### config.mk
export PLATFORM = sky130hd
export DESIGN_NAME = spi_segment_sequencer
export DESIGN_NICKNAME = d
export VERILOG_FILES = /design/src/rtl/spi_segment_sequencer.sv
export SDC_FILE = /design/constraint.sdc
export NUM_CORES = 1
export LEC_CHECK = 0
export CORE_MARGIN = 2
export CORE_UTILIZATION = 29
export DETAILED_ROUTE_END_ITERATION = 10
export GPL_ROUTABILITY_DRIVEN = 0
export HOLD_SLACK_MARGIN = 0.03
export SETUP_SLACK_MARGIN = 0.5
export SLEW_MARGIN = 10
export SYNTH_ARGS = -nofsm -noshare
export SYNTH_HDL_FRONTEND = slang
export SYNTH_SLANG_ARGS = --single-unit
export TNS_END_PERCENT = 20
### constraint.sdc
create_clock -name clk -period 2.27 [get_ports clk]
set_clock_uncertainty 0.05 [all_clocks]
set_input_delay 0.3405 -clock clk [delete_from_list [all_inputs] [get_ports clk]]
set_output_delay 0.3405 -clock clk [all_outputs]
set_load 0.03 [all_outputs]
### src/rtl/spi_segment_sequencer.sv
// SPI-slave command front-end and 7-segment display scheduler.
// 16-bit frames load a 4-entry pattern buffer and set length, dwell, run and blink; MISO returns status.
module spi_segment_sequencer #(
  parameter logic [23:0] TICK_DIV = 24'd10_000_000
) (
  input  logic       clk,
  input  logic       rst_n,
  input  logic       sclk,
  input  logic       cs_n,
  input  logic       mosi,
  output logic       miso,
  output logic [7:0] seg,
  output logic       err
);

  logic [1:0]  sclk_sync_r, cs_sync_r, mosi_sync_r;
  logic        sclk_prev_r, cs_prev_r;
  logic        sclk_rise_s, sclk_fall_s, cs_fall_s, cs_rise_s;

  logic        in_frame_r;
  logic [4:0]  bit_cnt_r;
  logic [15:0] rx_sh_r;
  logic [7:0]  tx_sh_r;
  logic        miso_r;

  logic [7:0]  pattern_r [4];
  logic [1:0]  len_m1_r;
  logic        run_r, blink_r, err_r;
  logic [7:0]  dwell_r;
  logic [1:0]  ptr_r;
  logic [23:0] presc_r;
  logic [7:0]  dwell_cnt_r;
  logic        blink_phase_r;
  logic [7:0]  seg_r;

  logic        commit_s, good_s, bad_s;
  logic        wr_pat_s, wr_len_s, wr_mode_s, wr_dwell_s;
  logic [3:0]  op_s;
  logic [1:0]  idx_s;
  logic [7:0]  data_s;
  logic [7:0]  status_s;
  logic [1:0]  len_m1_nxt_s, ptr_adv_s;
  logic        shrink_s, run_start_s, count_en_s, tick_s, dwell_hit_s, step_s;
  logic        unused_s;

  // Synchronisers and edge history; cs_n is taken as low out of reset so a fresh fall starts a frame.
  always_ff @(posedge clk or negedge rst_n) begin
    if (!rst_n) begin
      sclk_sync_r <= 2'b00;
      cs_sync_r   <= 2'b00;
      mosi_sync_r <= 2'b00;
      sclk_prev_r <= 1'b0;
      cs_prev_r   <= 1'b0;
    end else begin
      sclk_sync_r <= {sclk_sync_r[0], sclk};
      cs_sync_r   <= {cs_sync_r[0], cs_n};
      mosi_sync_r <= {mosi_sync_r[0], mosi};
      sclk_prev_r <= sclk_sync_r[1];
      cs_prev_r   <= cs_sync_r[1];
    end
  end

  assign sclk_rise_s = sclk_sync_r[1] & ~sclk_prev_r;
  assign sclk_fall_s = ~sclk_sync_r[1] & sclk_prev_r;
  assign cs_fall_s   = ~cs_sync_r[1] & cs_prev_r;
  assign cs_rise_s   = cs_sync_r[1] & ~cs_prev_r;

  assign status_s = {run_r, blink_r, err_r, 1'b0, len_m1_r, ptr_r};

  // Frame capture and status shift-out
  always_ff @(posedge clk or negedge rst_n) begin
    if (!rst_n) begin
      in_frame_r <= 1'b0;
      bit_cnt_r  <= 5'd0;
      rx_sh_r    <= 16'h0000;
      tx_sh_r    <= 8'h00;
      miso_r     <= 1'b0;
    end else if (cs_fall_s) begin
      in_frame_r <= 1'b1;
      bit_cnt_r  <= 5'd0;
      rx_sh_r    <= 16'h0000;
      tx_sh_r    <= {status_s[6:0], 1'b0};
      miso_r     <= status_s[7];
    end else if (cs_rise_s) begin
      in_frame_r <= 1'b0;
      miso_r     <= 1'b0;
    end else if (in_frame_r) begin
      if (sclk_rise_s) begin
        rx_sh_r <= {rx_sh_r[14:0], mosi_sync_r[1]};
        if (bit_cnt_r != 5'd31) begin
          bit_cnt_r <= bit_cnt_r + 5'd1;
        end
      end
      if (sclk_fall_s) begin
        miso_r  <= tx_sh_r[7];
        tx_sh_r <= {tx_sh_r[6:0], 1'b0};
      end
    end
  end

  assign commit_s = cs_rise_s & in_frame_r;
  assign op_s     = rx_sh_r[15:12];
  assign idx_s    = rx_sh_r[9:8];
  assign data_s   = rx_sh_r[7:0];
  assign unused_s = ^rx_sh_r[11:10];

  // Command decode at end of frame
  always_comb begin
    wr_pat_s   = 1'b0;
    wr_len_s   = 1'b0;
    wr_mode_s  = 1'b0;
    wr_dwell_s = 1'b0;
    good_s     = 1'b0;
    bad_s      = 1'b0;
    if (commit_s) begin
      if (bit_cnt_r == 5'd16) begin
        good_s = 1'b1;
        case (op_s)
          4'h1:    wr_pat_s   = 1'b1;
          4'h2:    wr_len_s   = 1'b1;
          4'h3:    wr_mode_s  = 1'b1;
          4'h4:    wr_dwell_s = 1'b1;
          default: begin
            good_s = 1'b0;
            bad_s  = 1'b1;
          end
        endcase
      end else begin
        bad_s = 1'b1;
      end
    end else begin
      bad_s = 1'b0;
    end
  end

  // Configuration registers and sticky error flag
  always_ff @(posedge clk or negedge rst_n) begin
    if (!rst_n) begin
      pattern_r[0] <= 8'h00;
      pattern_r[1] <= 8'h00;
      pattern_r[2] <= 8'h00;
      pattern_r[3] <= 8'h00;
      len_m1_r     <= 2'd0;
      run_r        <= 1'b0;
      blink_r      <= 1'b0;
      dwell_r      <= 8'd1;
      err_r        <= 1'b0;
    end else begin
      if (wr_pat_s) pattern_r[idx_s] <= data_s;
      if (wr_len_s) len_m1_r <= data_s[1:0];
      if (wr_mode_s) begin
        run_r   <= data_s[0];
        blink_r <= data_s[1];
      end
      if (wr_dwell_s) dwell_r <= (data_s == 8'h00) ? 8'h01 : data_s;
      if (bad_s) begin
        err_r <= 1'b1;
      end else if (good_s) begin
        err_r <= 1'b0;
      end
    end
  end

  // Advance wraps against the length in force after any same-cycle length write
  assign len_m1_nxt_s = wr_len_s ? data_s[1:0] : len_m1_r;
  assign ptr_adv_s    = (ptr_r == len_m1_nxt_s) ? 2'd0 : ptr_r + 2'd1;
  assign shrink_s     = wr_len_s && (ptr_r > data_s[1:0]);
  assign run_start_s  = wr_mode_s && data_s[0] && !run_r;
  assign count_en_s   = run_r | blink_r;
  assign tick_s       = count_en_s && (presc_r == (TICK_DIV - 24'd1));
  assign dwell_hit_s  = ({1'b0, dwell_cnt_r} + 9'd1) == {1'b0, dwell_r};
  assign step_s       = tick_s && run_r;

  // Timebase, dwell counting, pointer stepping and blink phase
  always_ff @(posedge clk or negedge rst_n) begin
    if (!rst_n) begin
      presc_r       <= 24'd0;
      dwell_cnt_r   <= 8'd0;
      ptr_r         <= 2'd0;
      blink_phase_r <= 1'b0;
    end else begin
      if (run_start_s) begin
        presc_r <= 24'd0;
      end else if (count_en_s) begin
        presc_r <= tick_s ? 24'd0 : presc_r + 24'd1;
      end
      if (run_start_s) begin
        dwell_cnt_r <= 8'd0;
      end else if (step_s) begin
        dwell_cnt_r <= dwell_hit_s ? 8'd0 : dwell_cnt_r + 8'd1;
      end
      if (shrink_s) begin
        ptr_r <= 2'd0;
      end else if (step_s && dwell_hit_s) begin
        ptr_r <= ptr_adv_s;
      end
      if (!blink_r) begin
        blink_phase_r <= 1'b0;
      end else if (tick_s) begin
        blink_phase_r <= ~blink_phase_r;
      end
    end
  end

  // Registered segment bus
  always_ff @(posedge clk or negedge rst_n) begin
    if (!rst_n) begin
      seg_r <= 8'h00;
    end else begin
      seg_r <= blink_phase_r ? 8'h00 : pattern_r[ptr_r];
    end
  end

  assign seg  = seg_r;
  assign miso = miso_r;
  assign err  = err_r;

endmodule

==> out/summary.txt <==
Status: finished, final reports clean
Drt pass-1 iters: 4
R2r setup slk: 0.08 ns
Final min period: 2.19 ns
WHS Endpoint: mosi_sync_r[0]
Crit-path slowest cell: or4_4
Total GRT Usage: 12.4%
Vias per Instance: 4.69
Synth Area in Compound Gates: 8.27%
Unique masters post-synth: 63
Vias: 4,309
Fin. max-slew vios: 0
Largest cells by area after synthesis: dfrtp_1, mux2_2, nand2_1
Worst setup margin: 0.0767 ns
Leakage power: 0.00362 uW
Die W: 150 um
Avg Inst Size Synth: 10.9 um^2
Vias in the first global route: 4,412
Clk sinks: 126
Synth top cells by count: dfrtp_1, nand2_1, nor2_1, mux2_2, o21ai_0
F_max: 456 MHz
Min-Delay Path Depth: 1
RSZ-0062 raised after global routing: yes
Final number of hold-violating endpoints: 0
WL per Instance: 14.1 um
Relative slew slack: 68.9%
Antenna Diode Count: 0
Die area: 22,400 um^2
Main combinational cell family by area after synthesis: simple AND/OR/NAND/NOR gates
Cell family with most CP delay: simple AND/OR/NAND/NOR gates
Fin nets: 645
Area Growth Syn to Fin: 30.8%
Max stage delay on crit path: 0.64 ns
Final period util: 96.6%
Synth Net Count: 578
First-pass GRT wire length: 21,800 um
Cells on worst reg2reg path: 8
Pre-CTS setup slack: 0.0445 ns
Clock slew at reported path FFs: 0.06 ns
Multiplexer share of the synthesized area: 11.8%
Synth Area in XOR/XNOR: 4.28%
Post-synth EDFFs: 0
PD cells: 669 nW/um^2
Initial Utilization: 29.4%
Endpoints failing setup: 0
Reg2Reg Launch Point: cs_prev_r
Synth top area share: 50.9%
Post-DP HPWL: 8410 um
DIE HEIGHT: 150 um
CTS tree: yes
Max FO, Critical Path: 5
Critical path capture point type: flop
Worst-margin pin slew: 0.467 ns
DRC viols: 0
Most numerous cell in the Yosys netlist: dfrtp_1
Hold Crit Class: input port to flop
Crit Path Category: flop to flop
FF-to-FF End: presc_r[3]
Asr flop ratio synth: 100%
Post-route ant nets: 0
Synth warnings: 0
Fin cells: 918
Max Cap Violations: 0
CP startpoint kind: flop
Dpl cells: 872
Synth Instances: 563
Mapped cell area: 6140 um^2
PortBufs: 14
CTS Buf Count: 17
Buf/Inv on CP: 1
CP Data Arrival Time: 2.46 ns
Predominant post-synthesis flop cell: dfrtp_1
VDD IR max: 0.000502 V
Largest net degree at the start of global routing: 58
# H-tree levels: 4
Critical path required time: 2.54 ns
Simple-Gate Fraction of Synth Area: 19.3%
Clk buf depth: 2
Post-Synth Adder-Cell Area: 2.04%
Fraction of layout cells with a size suffix above 1: 31.3%
Iteration-0 DRC Markers: 158
Synth area leader: dfrtp_1
Setup tns final: 0 ns
Grt total ovfl: 0
Initial antenna violation count: 0
Core Region: 20,900 um^2
Clock root buffer: clkbuf_16
FP Rows: 53
Clk Latency, worst-skew pair: 0.43 ns
Synthesized flop and latch total: 126
HP Start: mosi
Seq/Total Area, Yosys: 51.3%
CP Cell Sequence: inv_2 -> ha_4 -> nand4b_1 -> or4_4 -> o21ai_4 -> nand4_1 -> xor2_1 -> nor2_1
I/O pin total: 15
DRT Wirelength: 12,900 um
final cells by class:
class	instances	area, um^2
inverter	18	67.6
tap	275	344
clock buffer	19	443
timing repair buffer	72	716
multi-input combinational	395	3200
fill	2026	12900
clock inverter	13	108
sequential	126	3160
worst register-to-register path, delay by kind of cell, from the launching register on:
kind,cells,cell delay (ns)
AO/OA/AOI/OAI,1,0.22
XOR/XNOR,1,0.17
adder cells (fa/ha/maj),1,0.12
buffers and inverters,1,0.08
flip-flops,1,0.39
AND/OR/NAND/NOR,4,1.06
cell usage in the layout (no fill, tap or decap), types with 5 or more instances in the layout:
cell type	netlist	routed
mux2_4	0	37
nand4_1	10	10
nor3_1	14	13
clkbuf_16	0	17
buf_6	1	6
nor2_4	0	7
and3_1	5	5
clkinvlp_4	0	5
ha_1	10	5
buf_12	0	5
o21ai_1	1	5
inv_1	17	13
and2_1	5	5
nor2_1	40	27
dfrtp_1	125	124
nor2_2	1	7
dlymetal6s2s_1	0	10
buf_4	4	43
o21ai_0	34	29
xnor2_1	17	16
mux4_2	8	8
nand3_1	17	15
nor2b_1	14	14
xor2_1	13	13
mux2i_1	8	8
nor3_4	2	5
a21oi_1	13	12
nand2_1	72	71
per-stage QoR:
stage	hold slack (ns)	utilization [%]	area [um^2]	power, uW
final	0.299	38.5	8040	5380
after global routing	0.287	38.5	8040	5630
after CTS	0.282	36.5	7630	5400
after detailed placement	0.252	33.1	6910	2860
after global placement	0.250	33.1	6910	2860
after floorplan	-0.00509	-	6150	2660
flip-flops by register name, summed over array words and instances, names as in the netlist, 5 cells and up:
name         count
dwell_cnt_r      8
tx_sh_r          7
pattern_r       32
dwell_r          8
seg              8
bit_cnt_r        5
rx_sh_r         16
presc_r         24
power by group:
group / internal [uW] / switching (uW) / leakage, uW
clock: 1440 / 1070 / 0.000253
sequential: 2340 / 97.2 / 0.00171
combinational: 188 / 245 / 0.00166
total: 3970 / 1410 / 0.00362
worst max-delay path by stage:
| stage | start | to | slack (ns) | cells past startpoint |
|---|---|---|---|---|
| after floorplan | bit_cnt_r[2] | pattern_r[16] | 0.20 | 5 |
| after detailed placement | dwell_cnt_r[0] | ptr_r[0] | 0.04 | 7 |
| after global placement | presc_r[17] | ptr_r[1] | 0.09 | 7 |
| after CTS | bit_cnt_r[0] | presc_r[1] | 0.1 | 8 |
| after global routing | cs_prev_r | presc_r[3] | -0.02 | 8 |
| final | cs_prev_r | presc_r[3] | 0.08 | 8 |
logic make-up after synthesis:
kind of cell             Yosys count
buffers and inverters             42
AND/OR/NAND/NOR                  219
adder cells (fa/ha/maj)           10
multiplexers                      57
XOR/XNOR                          30
AO/OA/AOI/OAI                     79
flip-flops                       126
metal layers:
metal	GRT usage [%]	vias to the layer above	share of wire [%]
met4	4.86	0	1.7
met1	15.7	2102	48
met5	0	-	0
li1	-	2134	-
met3	3.11	20	2.8
met2	20.4	53	48
timing repair:
item,in CTS,in global routing
hold buffers,1,0
hold endpoints to repair,25,0
cloned,1,0
pin swaps,5,28
endpoints found under the setup margin,91,117
gates resized for setup,18,107
buffers inserted,10,2
Note: power is estimated with default switching activity, not from simulation.
